--- config.mk ---
export PLATFORM = sky130hd
export DESIGN_NAME = fetch_stage
export DESIGN_NICKNAME = d
export VERILOG_FILES = /design/src/rtl/fetch_stage.sv
export SDC_FILE = /design/constraint.sdc
export NUM_CORES = 1
export LEC_CHECK = 0
export CORE_MARGIN = 2
export CORE_UTILIZATION = 25
export DETAILED_ROUTE_END_ITERATION = 8
export PLACE_DENSITY = 0.41
export SLEW_MARGIN = 10
export SYNTH_ARGS = -nofsm -noshare
export SYNTH_HDL_FRONTEND = slang
export SYNTH_SLANG_ARGS = --single-unit
--- constraint.sdc ---
create_clock -name clk -period 2.3 [get_ports clk]
set_input_delay 0.23 -clock clk [delete_from_list [all_inputs] [get_ports clk]]
set_output_delay 0.23 -clock clk [all_outputs]
set_load 0.1 [all_outputs]
--- src/rtl/fetch_stage.sv ---
// Instruction fetch stage: PC, req/ack fetch to instruction memory, IF/ID register
// with a one-entry skid buffer for decode stalls and wrong-path discard on redirect.
module fetch_stage #(
    parameter logic [31:0] RESET_PC = 32'h0000_0000
) (
    input  logic        clk,
    input  logic        rst,
    output logic        imem_req,
    output logic [31:0] imem_addr,
    input  logic        imem_ack,
    input  logic [31:0] imem_rdata,
    input  logic        stall,
    input  logic        redirect,
    input  logic [31:0] redirect_pc,
    output logic        if_valid,
    output logic [31:0] if_instr,
    output logic [5:0]  if_opcode,
    output logic [31:0] if_pc
);

    typedef enum logic [1:0] {
        IDLE,
        REQ,
        DRAIN,
        FULL
    } state_t;

    state_t      state, state_n;
    logic [31:0] pc, pc_n;
    logic [31:0] req_addr, req_addr_n;
    logic        skid_valid, skid_valid_n;
    logic [31:0] skid_instr, skid_instr_n;
    logic [31:0] skid_pc, skid_pc_n;
    logic        if_valid_n;
    logic [31:0] if_instr_n;
    logic [5:0]  if_opcode_n;
    logic [31:0] if_pc_n;

    logic        accept;
    logic [31:0] target;
    logic [31:0] pc_inc;

    assign imem_req  = (state == REQ) || (state == DRAIN);
    assign imem_addr = req_addr;
    assign accept    = !stall || !if_valid;
    assign target    = redirect_pc & ~32'd3;
    assign pc_inc    = pc + 32'd4;

    always_comb begin
        state_n      = state;
        pc_n         = pc;
        req_addr_n   = req_addr;
        skid_valid_n = skid_valid;
        skid_instr_n = skid_instr;
        skid_pc_n    = skid_pc;
        if_valid_n   = if_valid;
        if_instr_n   = if_instr;
        if_pc_n      = if_pc;

        if (redirect) begin
            pc_n         = target;
            if_valid_n   = 1'b0;
            skid_valid_n = 1'b0;
            case (state)
                // An unacked request cannot be withdrawn; let it complete in DRAIN.
                REQ, DRAIN: begin
                    if (imem_ack) begin
                        req_addr_n = target;
                        state_n    = REQ;
                    end else begin
                        state_n = DRAIN;
                    end
                end
                default: begin
                    req_addr_n = target;
                    state_n    = REQ;
                end
            endcase
        end else begin
            case (state)
                IDLE: begin
                    req_addr_n = pc;
                    state_n    = REQ;
                end
                REQ: begin
                    if (imem_ack) begin
                        if (accept) begin
                            if_instr_n = imem_rdata;
                            if_pc_n    = req_addr;
                            if_valid_n = 1'b1;
                        end else begin
                            skid_instr_n = imem_rdata;
                            skid_pc_n    = req_addr;
                            skid_valid_n = 1'b1;
                            state_n      = FULL;
                        end
                        pc_n       = pc_inc;
                        req_addr_n = pc_inc;
                    end else if (!stall) begin
                        if_valid_n = 1'b0;
                    end
                end
                DRAIN: begin
                    if (!stall) begin
                        if_valid_n = 1'b0;
                    end
                    if (imem_ack) begin
                        req_addr_n = pc;
                        state_n    = REQ;
                    end
                end
                FULL: begin
                    if (!stall) begin
                        if_instr_n   = skid_instr;
                        if_pc_n      = skid_pc;
                        if_valid_n   = skid_valid;
                        skid_valid_n = 1'b0;
                        state_n      = REQ;
                    end
                end
                default: begin
                    state_n = IDLE;
                end
            endcase
        end

        if_opcode_n = if_instr_n[31:26];
    end

    always_ff @(posedge clk) begin
        if (rst) begin
            state      <= IDLE;
            pc         <= RESET_PC;
            req_addr   <= RESET_PC;
            skid_valid <= 1'b0;
            skid_instr <= '0;
            skid_pc    <= '0;
            if_valid   <= 1'b0;
            if_instr   <= '0;
            if_opcode  <= '0;
            if_pc      <= '0;
        end else begin
            state      <= state_n;
            pc         <= pc_n;
            req_addr   <= req_addr_n;
            skid_valid <= skid_valid_n;
            skid_instr <= skid_instr_n;
            skid_pc    <= skid_pc_n;
            if_valid   <= if_valid_n;
            if_instr   <= if_instr_n;
            if_opcode  <= if_opcode_n;
            if_pc      <= if_pc_n;
        end
    end

endmodule
Word-level counts from Yosys, hierarchy flattened
Index checks and enable logic that the tools add are counted.
{"block": "classes", "n_addsub": 1, "n_eq_ne": 13, "n_mux": 34, "n_bitwise": 2, "reduce_logical": 20}
{"operator": "32-bit 2-to-1 mux", "count": 14}
{"operator": "32-bit one-hot mux with 2 select lines", "count": 2}
{"operator": "32-bit one-hot mux with 3 select lines", "count": 1}
{"operator": "32-bit by 3-bit adder with 32-bit output, second input constant", "count": 1}
{"operator": "3-bit inequality test, second input constant", "count": 6}
{"operator": "4-bit AND reduction", "count": 4}
{"operator": "2-bit 2-to-1 mux", "count": 7}
{"operator": "2-bit inequality test, second input constant", "count": 4}
{"operator": "2-bit one-hot mux with 4 select lines", "count": 1}
{"operator": "1-bit 2-to-1 mux", "count": 7}
{"operator": "2-bit nonzero test", "count": 3}
{"operator": "5-bit AND reduction", "count": 1}
{"operator": "2-bit == test, second input constant", "count": 2}
{"operator": "2-bit AND reduction", "count": 2}
{"operator": "4-bit nonzero test", "count": 1}
{"operator": "2-bit OR reduction", "count": 2}
{"operator": "1-bit one-hot mux with 3 select lines", "count": 1}
{"operator": "3-bit AND reduction", "count": 1}
{"operator": "3-bit nonzero test", "count": 1}
{"operator": "2-bit by 1-bit == test with 1-bit output, second input constant", "count": 1}
{"operator": "1-bit zero test", "count": 2}
{"operator": "2-bit zero test", "count": 1}
{"operator": "1-bit logical OR", "count": 2}
{"operator": "1-bit inverter", "count": 2}
{"operator": "1-bit one-hot mux with 2 select lines", "count": 1}
{"block": "word_totals", "regBits": 196, "output_inout_bits": 104, "word_cells": 81}

Longest topological paths before layout
Gate-level depths: netlist (run 1).
{"block": "logic_depth", "ltp_word": 6, "depth_mapped": 10}

Worst setup path before layout (run 1)
OpenSTA, ideal clock, no wires.
{"block": "synth_path", "kind": "reg2reg", "from": "register state[1]", "to": "register req_addr[25], in the netlist imem_addr[25]", "setup_ps": 135, "arrival_time_ps": 2216, "required_ps": 2165, "setup_slack_ps": -50, "path_stages_with_launch": 9, "n_path_buf": 2, "path_cell_list": "dfxtp_1 > inv_1 > ha_1 > nand3b_1 > o211a_1 > buf_2 > buf_2 > o21ai_0 > a41oi_1"}
{"block": "synth_via", "elab_chain_len": 4, "word_cells_on_any_way": 12}
{"element": "start: declaration", "line": "28", "source": "state_t state, state_n;"}
{"element": "start signal: assignment", "line": "143", "source": "state <= state_n;"}
{"element": "2-bit by 1-bit == test with 1-bit output / 2-bit == test (equally long branches)", "line": "64, 80"}
{"element": "2-bit OR reduction", "line": "64", "source": "case (state)"}
{"element": "3-bit inequality test (no source line) / 32-bit 2-to-1 mux (equally long branches)"}
{"element": "4-bit AND reduction (no source line) / 32-bit 2-to-1 mux (equally long branches)"}
{"element": "end signal: assignment", "line": "145", "source": "req_addr <= req_addr_n;"}
{"element": "end: declaration", "line": "30", "source": "logic [31:0] req_addr, req_addr_n;"}
Several ways; a longest one is shown, not always the timed one.
A chain may end at the register's enable or synchronous reset.

Worst setup path after layout (run 1)
{"block": "layout_path", "from": "register state[1]", "to": "register req_addr[30], in the netlist imem_addr[30]"}
Same word-level chain as after synthesis.

==> Flow_metrics.wiki, run 1 <==
{| class="wikitable"
! Metric !! Value
|-
| Final HPWL from detailed placement || 20.26 mm
|-
| Vias in the first global route || 7380
|-
| Clock skew || 0.01283 ns
|-
| Most frequent cell after synthesis || sky130_fd_sc_hd__dfxtp_1
|-
| CTS tree || built
|-
| RSZ-0062 raised after global routing || no
|-
| Clock latency on the worst-skew pair || 0.45 ns
|-
| H-tree depth || 4
|-
| Critical path launch point type || flip-flop
|-
| Synth cell count leaders || 188 x sky130_fd_sc_hd__dfxtp_1, 161 x sky130_fd_sc_hd__nand2_1, 112 x sky130_fd_sc_hd__nor2_1
|-
| Synthesized instance count || 1051
|-
| Final number of setup-violating endpoints || 0
|-
| Post-synth EDFFs || 0
|-
| PwrDens || 800.4 mW/mm2
|-
| Syn Area/Cell || 8.439 um2
|-
| Multiplexer fraction of the synthesized cell area || 7.575%
|-
| Result of the run || finished, final reports clean
|-
| Type of the worst setup path || flip-flop to flip-flop
|-
| Antenna diodes || 0
|-
| Largest delay contributor family on the critical path || compound AO/OA/AOI/OAI gates
|-
| Max-cap viol count || 0
|-
| Standard-cell rows || 68
|-
| Pre-Repair DR Iteration Count || 5
|-
| Number of clock sinks || 188
|-
| Core area || 0.03471 mm2
|-
| CP max stage cell || sky130_fd_sc_hd__or4_4
|-
| Buffer depth of the longest clock path || 2
|-
| Global routing usage summed across all routing layers || 15.86%
|-
| Main combinational cell family by area after synthesis || simple AND/OR/NAND/NOR gates
|-
| Post-cts hold buffer count || 0
|-
| Synth Area in Compound Gates || 18.83%
|-
| Residual DRC || 0
|-
| Die Width || 192.4 um
|-
| Worst Hold Slack || 0.1413 ns
|-
| Total area of sequential cells || 0.003764 mm2
|-
| Number of antenna violations at the first check in global routing || 0
|-
| Number of filler instances in the final layout || 3733
|-
| Routed wire length per instance || 17.47 um
|-
| Final Max Slew Viols || 0
|-
| Via count of the routed design || 7834
|-
| Crit path DAT || 2.53 ns
|-
| Path category of the worst min-delay check || primary input to flip-flop
|-
| Post-synthesis instance area || 0.008870 mm2
|-
| Number of buffers created by CTS || 17
|-
| Total congestion overflow || 0
|-
| Die Span Y || 192.4 um
|-
| Starting density of the core || 25.55%
|-
| Simple-Gate Fraction of Synth Area || 20.19%
|-
| Number of distinct standard cells referenced by the synthesized netlist || 68
|-
| Slowest cell delay on critical path || 0.55 ns
|-
| Share of layout cells above drive strength 1 || 18.57%
|-
| Buffers on Ports || 166
|-
| Transition time at the pin with the least slew margin || 0.5626 ns
|-
| Top area cells in the synthesized netlist || sky130_fd_sc_hd__dfxtp_1 42%, sky130_fd_sc_hd__mux2i_1 7.4%, sky130_fd_sc_hd__a211oi_1 7.1%
|-
| Async S/R FF share, synth || 0%
|-
| Post-CTS Repair Setup Buffers || 0
|-
| Global routing usage on met2 || 24.14%
|-
| Die area || 0.03700 mm2
|-
| Relative slew margins || 62.49%
|-
| Net count, final || 1280
|-
| Final critical delay including setup and external delays || 2.156 ns
|-
| Met1 usage || 23.02%
|-
| Leakage || 4.141 nW
|-
| Fin Setup TNS || 0 ns
|-
| IR Drop Worst-Case VDD || 0.0005475 V
|-
| Cells along the critical path || inv_1 > ha_1 > or4_4 > o211a_1 > buf_4 > o311a_1 > a21o_1 > a21oi_1
|-
| Initial DRC Count || 499
|-
| Layout overhead on the synthesized area || 30.62%
|-
| Data required time of the worst path || 2.68 ns
|-
| Global-route wire length before repair || 44.62 mm
|-
| Yosys synthesis warning count || 0
|-
| Final number of hold-violating endpoints || 0
|-
| Cell chosen for the clock root || sky130_fd_sc_hd__clkbuf_16
|-
| Met3 Resource Use GR || 2.473%
|-
| Largest net degree at the start of global routing || 97
|-
| Count of pins on the block boundary || 173
|-
| Routed via count divided by cell count || 4.685
|-
| Fmax || 0.4638 GHz
|-
| Most used DFF post-synth || sky130_fd_sc_hd__dfxtp_1
|-
| Area used by multi-input combinational logic || 0.004597 mm2
|-
| Fraction of the mapped netlist area in adder cells || 0.7053%
|-
| Total routed wirelength || 29.22 mm
|-
| Type of destination of the critical path || flip-flop
|-
| Clock-pin transition on the worst setup and hold timing paths || 0.07 ns
|-
| Routing layer with the top usage in global route || met2
|-
| Yosys reg bits || 188
|-
| Synthesized-area fraction occupied by xor and xnor cells || 3.950%
|-
| Maximum fanout along the worst path || 9
|-
| Crit path buf inv count || 2
|-
| Weighted congestion reported at the end of routability-driven placement || 0.8237
|-
| Synth area leader || sky130_fd_sc_hd__dfxtp_1
|-
| Post-synth top area share || 42.43%
|-
| Antenna-violating nets left || 0
|-
| Part of the cycle the worst path needs || 93.74%
|-
| Part of the Yosys area used for sequential elements || 42.43%
|}
## worst reg2reg max path: cells and delay by family (launching register included)
kind | cells | cell delay [ns]
fa+ha+maj | 1 | 0.28
buf+inv | 2 | 0.28
compound gates | 4 | 0.67
flops | 1 | 0.33
simple gates | 1 | 0.55
## report_power, final
group | leakage (nW) | switching, mW | internal (mW)
registers | 1.54 | 0.213 | 3.46
clock network | 0.264 | 1.39 | 1.41
logic | 2.34 | 2.03 | 0.769
total | 4.14 | 3.63 | 5.64
## state kept, by name (all words and copies together), names as in the netlist
name and cells:
pc 30, imem_addr 30, if_instr 32, state 2, skid_valid 1, skid_instr 32, skid_pc 30, if_valid 1
if_pc 30
## routing by layer
layer	up-vias	part of all wire (%)
li1	4011	-
met1	3644	50
met2	156	45
met3	23	3.6
met4	0	1.2
met5	-	0
## cell families (layout without fill, tap and decap cells)
family,after synthesis,in the layout
AO/OA/AOI/OAI,245,245
XOR/XNOR,40,40
adder cells (fa/ha/maj),5,5
buffers and inverters,114,277
flip-flops,188,188
multiplexers,67,67
other,1,4
AND/OR/NAND/NOR,391,391
## cell type report
type / count / area share [%]
Clock buffer: 18 / 3.790
Clock inverter: 12 / 0.7883
Inverter: 14 / 0.4536
Multi-Input combinational cell: 752 / 39.68
Sequential cell: 188 / 32.48
Tap cell: 455 / 4.914
Timing Repair Buffer: 233 / 17.89
## stage by stage
stage	util, %	total power, mW	cells	cell area (um2)	worst slack (ns)
2_1_floorplan	-	5.729	1054	8884	0.05481
3_3_place_gp	31.82	6.562	1642	11050	0.04841
3_5_place_dp	31.82	6.568	1642	11050	0.05096
4_1_cts	33.37	9.424	1672	11580	0.1005
5_1_grt	33.38	9.703	1672	11590	0.006698
6_report	33.38	9.273	1672	11590	0.1441
## cell usage in the layout, fill, tap and decap left out, types with 3 or more instances in the layout
| cell | n |
|---|---|
| sky130_fd_sc_hd__o2111a_1 | 3 |
| sky130_fd_sc_hd__buf_12 | 13 |
| sky130_fd_sc_hd__conb_1 | 4 |
| sky130_fd_sc_hd__mux2i_1 | 66 |
| sky130_fd_sc_hd__and2_1 | 3 |
| sky130_fd_sc_hd__o211a_1 | 3 |
| sky130_fd_sc_hd__nand2b_1 | 5 |
| sky130_fd_sc_hd__clkinv_2 | 4 |
| sky130_fd_sc_hd__nand3_1 | 35 |
| sky130_fd_sc_hd__a31o_2 | 4 |
| sky130_fd_sc_hd__nor2_1 | 111 |
| sky130_fd_sc_hd__nand4_1 | 23 |
| sky130_fd_sc_hd__o22ai_1 | 3 |
| sky130_fd_sc_hd__o211ai_1 | 5 |
| sky130_fd_sc_hd__a41oi_1 | 4 |
| sky130_fd_sc_hd__a211oi_1 | 84 |
| sky130_fd_sc_hd__o41ai_1 | 4 |
| sky130_fd_sc_hd__inv_1 | 14 |
| sky130_fd_sc_hd__o21a_1 | 3 |
| sky130_fd_sc_hd__nor2b_1 | 5 |
| sky130_fd_sc_hd__xor2_1 | 22 |
| sky130_fd_sc_hd__o21ai_0 | 14 |
| sky130_fd_sc_hd__buf_4 | 154 |
| sky130_fd_sc_hd__ha_1 | 3 |
| sky130_fd_sc_hd__a31oi_1 | 5 |
| sky130_fd_sc_hd__and4_1 | 3 |
| sky130_fd_sc_hd__nor3_1 | 14 |
| sky130_fd_sc_hd__and3_1 | 9 |
| sky130_fd_sc_hd__xnor2_1 | 18 |
| sky130_fd_sc_hd__dfxtp_1 | 188 |
| sky130_fd_sc_hd__a21oi_1 | 85 |
| sky130_fd_sc_hd__a221oi_1 | 5 |
| sky130_fd_sc_hd__nor4_1 | 4 |
| sky130_fd_sc_hd__clkbuf_16 | 17 |
| sky130_fd_sc_hd__nand2_1 | 161 |
| sky130_fd_sc_hd__clkdlybuf4s50_1 | 64 |
| sky130_fd_sc_hd__clkinv_4 | 4 |
## final timing paths
path	end	slack, ns	cells past startpoint	startpoint
setup / recovery	imem_addr[30]	0.14	8	state[1]
setup reg to reg	imem_addr[30]	0.14	8	state[1]
hold / removal	skid_instr[28]	0.14	2	rst
hold reg to reg	skid_pc[14]	0.45	2	skid_pc[14]
## repair_timing
action	4_1_cts	5_1_grt
cloned	0	0
setup endpoints to repair	1	1
gates resized for setup	1	1
(Power assumes the default switching activity.)
==> inputs of run 2 (changes only) <==
--- a/config.mk
+++ b/config.mk
@@ -9,6 +9,7 @@
 export CORE_UTILIZATION = 25
 export DETAILED_ROUTE_END_ITERATION = 8
 export PLACE_DENSITY = 0.41
+export REMOVE_ABC_BUFFERS = 1
 export SLEW_MARGIN = 10
 export SYNTH_ARGS = -nofsm -noshare
 export SYNTH_HDL_FRONTEND = slang
==> run 2 against run 1 <==
First-iteration DRC count shrank 17%. Largest power group unchanged. Count of clock-buffer cells in the layout grew 3. Power up 0.19%. Largest cell class unchanged. Critical path type unchanged. Clock skew up 0.0021 ns.
==> Flow_metrics.wiki, run 2 (synthesis gave the netlist of run 1 again) <==
{| class="wikitable"
! Metric !! Value
|-
| Result of the run || finished, final reports clean
|-
| IR Drop Worst-Case VDD || 0.0005290 V
|-
| Worst setup timing slack at the placement stage || 0.1081 ns
|-
| Share of layout cells above drive strength 1 || 18.07%
|-
| Max-cap viol count || 0
|-
| RSZ-0062 raised after global routing || yes
|-
| Relative slew margins || 42.16%
|-
| Slowest cell delay on critical path || 0.41 ns
|-
| Depth of the worst register-to-register path || 7
|-
| Starting density of the core || 25.55%
|-
| Cell chosen for the clock root || sky130_fd_sc_hd__clkbuf_16
|-
| Post_cts resized || 0
|-
| Fmax || 0.4537 GHz
|-
| Hold depth || 3
|-
| Largest net degree at the start of global routing || 102
|-
| Critical path launch point type || flip-flop
|-
| CTS tree || built
|-
| Net count, final || 1274
|-
| Routed wire length per instance || 16.73 um
|-
| Number of buffers created by CTS || 17
|-
| Via count of the routed design || 7755
|-
| Antenna-violating nets left || 0
|-
| Count of pins on the block boundary || 173
|-
| Cells along the critical path || ha_1 > nand3_1 > nor4_1 > buf_4 > and3_1 > mux2_2 > o41ai_1
|-
| Global-route wire length before repair || 42.61 mm
|-
| Clock-pin transition on the worst setup and hold timing paths || 0.07 ns
|-
| Worst-case setup margin in the final layout || 0.09567 ns
|-
| Type of destination of the critical path || flip-flop
|-
| Layout overhead on the synthesized area || 30.15%
|-
| Final core utilization || 33.25%
|-
| Worst Hold Slack || 0.3158 ns
|-
| Post-CTS Repair Setup Buffers || 0
|-
| Final number of setup-violating endpoints || 0
|-
| Final HPWL from detailed placement || 18.72 mm
|-
| Post-cts hold buffer count || 0
|-
| Number of antenna violations at the first check in global routing || 1
|-
| Most common library cell in the layout ignoring fill and taps || sky130_fd_sc_hd__dfxtp_1
|-
| Residual DRC || 0
|-
| Clock latency on the worst-skew pair || 0.45 ns
|-
| Clock skew || 0.01496 ns
|-
| Die Width || 192.4 um
|-
| Die area || 0.03700 mm2
|-
| H-tree depth || 4
|-
| Part of the cycle the worst path needs || 95.84%
|-
| Final Max Slew Viols || 0
|-
| Number of filler instances in the final layout || 3621
|-
| Transition time at the pin with the least slew margin || 0.8676 ns
|-
| Path category of the worst min-delay check || primary input to flip-flop
|-
| Total routed wirelength || 27.91 mm
|-
| Weighted congestion reported at the end of routability-driven placement || 0.7734
|-
| Total congestion overflow || 0
|-
| Cell Area, Placed || 0.01098 mm2
|-
| Type of the worst setup path || flip-flop to flip-flop
|-
| Global routing usage summed across all routing layers || 15.05%
|-
| PwrDens || 804.9 mW/mm2
|-
| Leakage || 4.110 nW
|-
| Die Span Y || 192.4 um
|-
| Data required time of the worst path || 2.64 ns
|-
| Number of clock sinks || 188
|-
| CP max stage cell || sky130_fd_sc_hd__dfxtp_1
|-
| Area used by multi-input combinational logic || 0.004601 mm2
|-
| Final number of hold-violating endpoints || 0
|-
| Buffers on Ports || 166
|-
| Crit path DAT || 2.54 ns
|-
| Standard-cell rows || 68
|-
| Initial DRC Count || 414
|-
| Routed via count divided by cell count || 4.649
|-
| Pre-Repair DR Iteration Count || 4
|-
| Commonest cells after routing, fill and taps aside || 188 x sky130_fd_sc_hd__dfxtp_1, 161 x sky130_fd_sc_hd__nand2_1, 150 x sky130_fd_sc_hd__buf_4, 111 x sky130_fd_sc_hd__nor2_1, 85 x sky130_fd_sc_hd__a21oi_1
|-
| Maximum fanout along the worst path || 7
|-
| Final non-filler cell area || 0.01154 mm2
|-
| Final critical delay including setup and external delays || 2.204 ns
|-
| Total area of sequential cells || 0.003764 mm2
|-
| Buffer depth of the longest clock path || 2
|-
| Core area || 0.03471 mm2
|-
| Vias in the first global route || 7190
|-
| Largest registers || if_instr: 32 flops, skid_instr: 32 flops
|}
## run 2: report_power, final
part	switching, mW	internal, mW	total [mW]
clock network	1.41	1.49	2.89
registers	0.174	3.46	3.63
logic	2.00	0.757	2.76
total	3.59	5.70	9.29
## run 2: area by class of cell
| class | count | area share (%) |
|---|---|---|
| Antenna cell | 1 | 0.02168 |
| Clock buffer | 21 | 4.075 |
| Clock inverter | 10 | 0.7045 |
| Inverter | 14 | 0.4552 |
| Multi-Input combinational cell | 752 | 39.85 |
| Sequential cell | 188 | 32.60 |
| Tap cell | 455 | 4.932 |
| Timing Repair Buffer | 227 | 17.35 |
## run 2: final timing paths
path / from / end / slack [ns]
hold reg to reg: skid_instr[16] / skid_instr[16] / 0.46
setup / recovery: state[0] / imem_addr[15] / 0.1
hold / removal: rst / skid_instr[10] / 0.32
setup reg to reg: state[0] / imem_addr[15] / 0.1
## run 2: metal layers
| layer | track usage (%) | up-vias | wire, um |
|---|---|---|---|
| li1 | - | 4015 | - |
| met1 | 20.81 | 3594 | 14030 |
| met2 | 23.59 | 139 | 12710 |
| met3 | 3.382 | 7 | 1039 |
| met4 | 3.817 | 0 | 132 |
| met5 | 0 | - | 0 |
## run 2: worst max-delay path: cells and delay by family (launching register included)
family | cells | cell delay (ns)
AO/OA/AOI/OAI | 1 | 0.28
adder cells (fa/ha/maj) | 1 | 0.35
buffers and inverters | 1 | 0.18
flip-flops | 1 | 0.41
multiplexers | 1 | 0.32
AND/OR/NAND/NOR | 3 | 0.56
## run 2: through the flow
| step | power [mW] | setup TNS [ns] | cells |
|---|---|---|---|
| final | 9.291 | 0 | 1668 |
| after global routing | 9.748 | -0.2275 | 1668 |
| after CTS | 9.461 | 0 | 1667 |
| after detailed placement | 6.499 | 0 | 1636 |
| after global placement | 6.496 | 0 | 1636 |
| after floorplan | 5.620 | -296.44 | 954 |
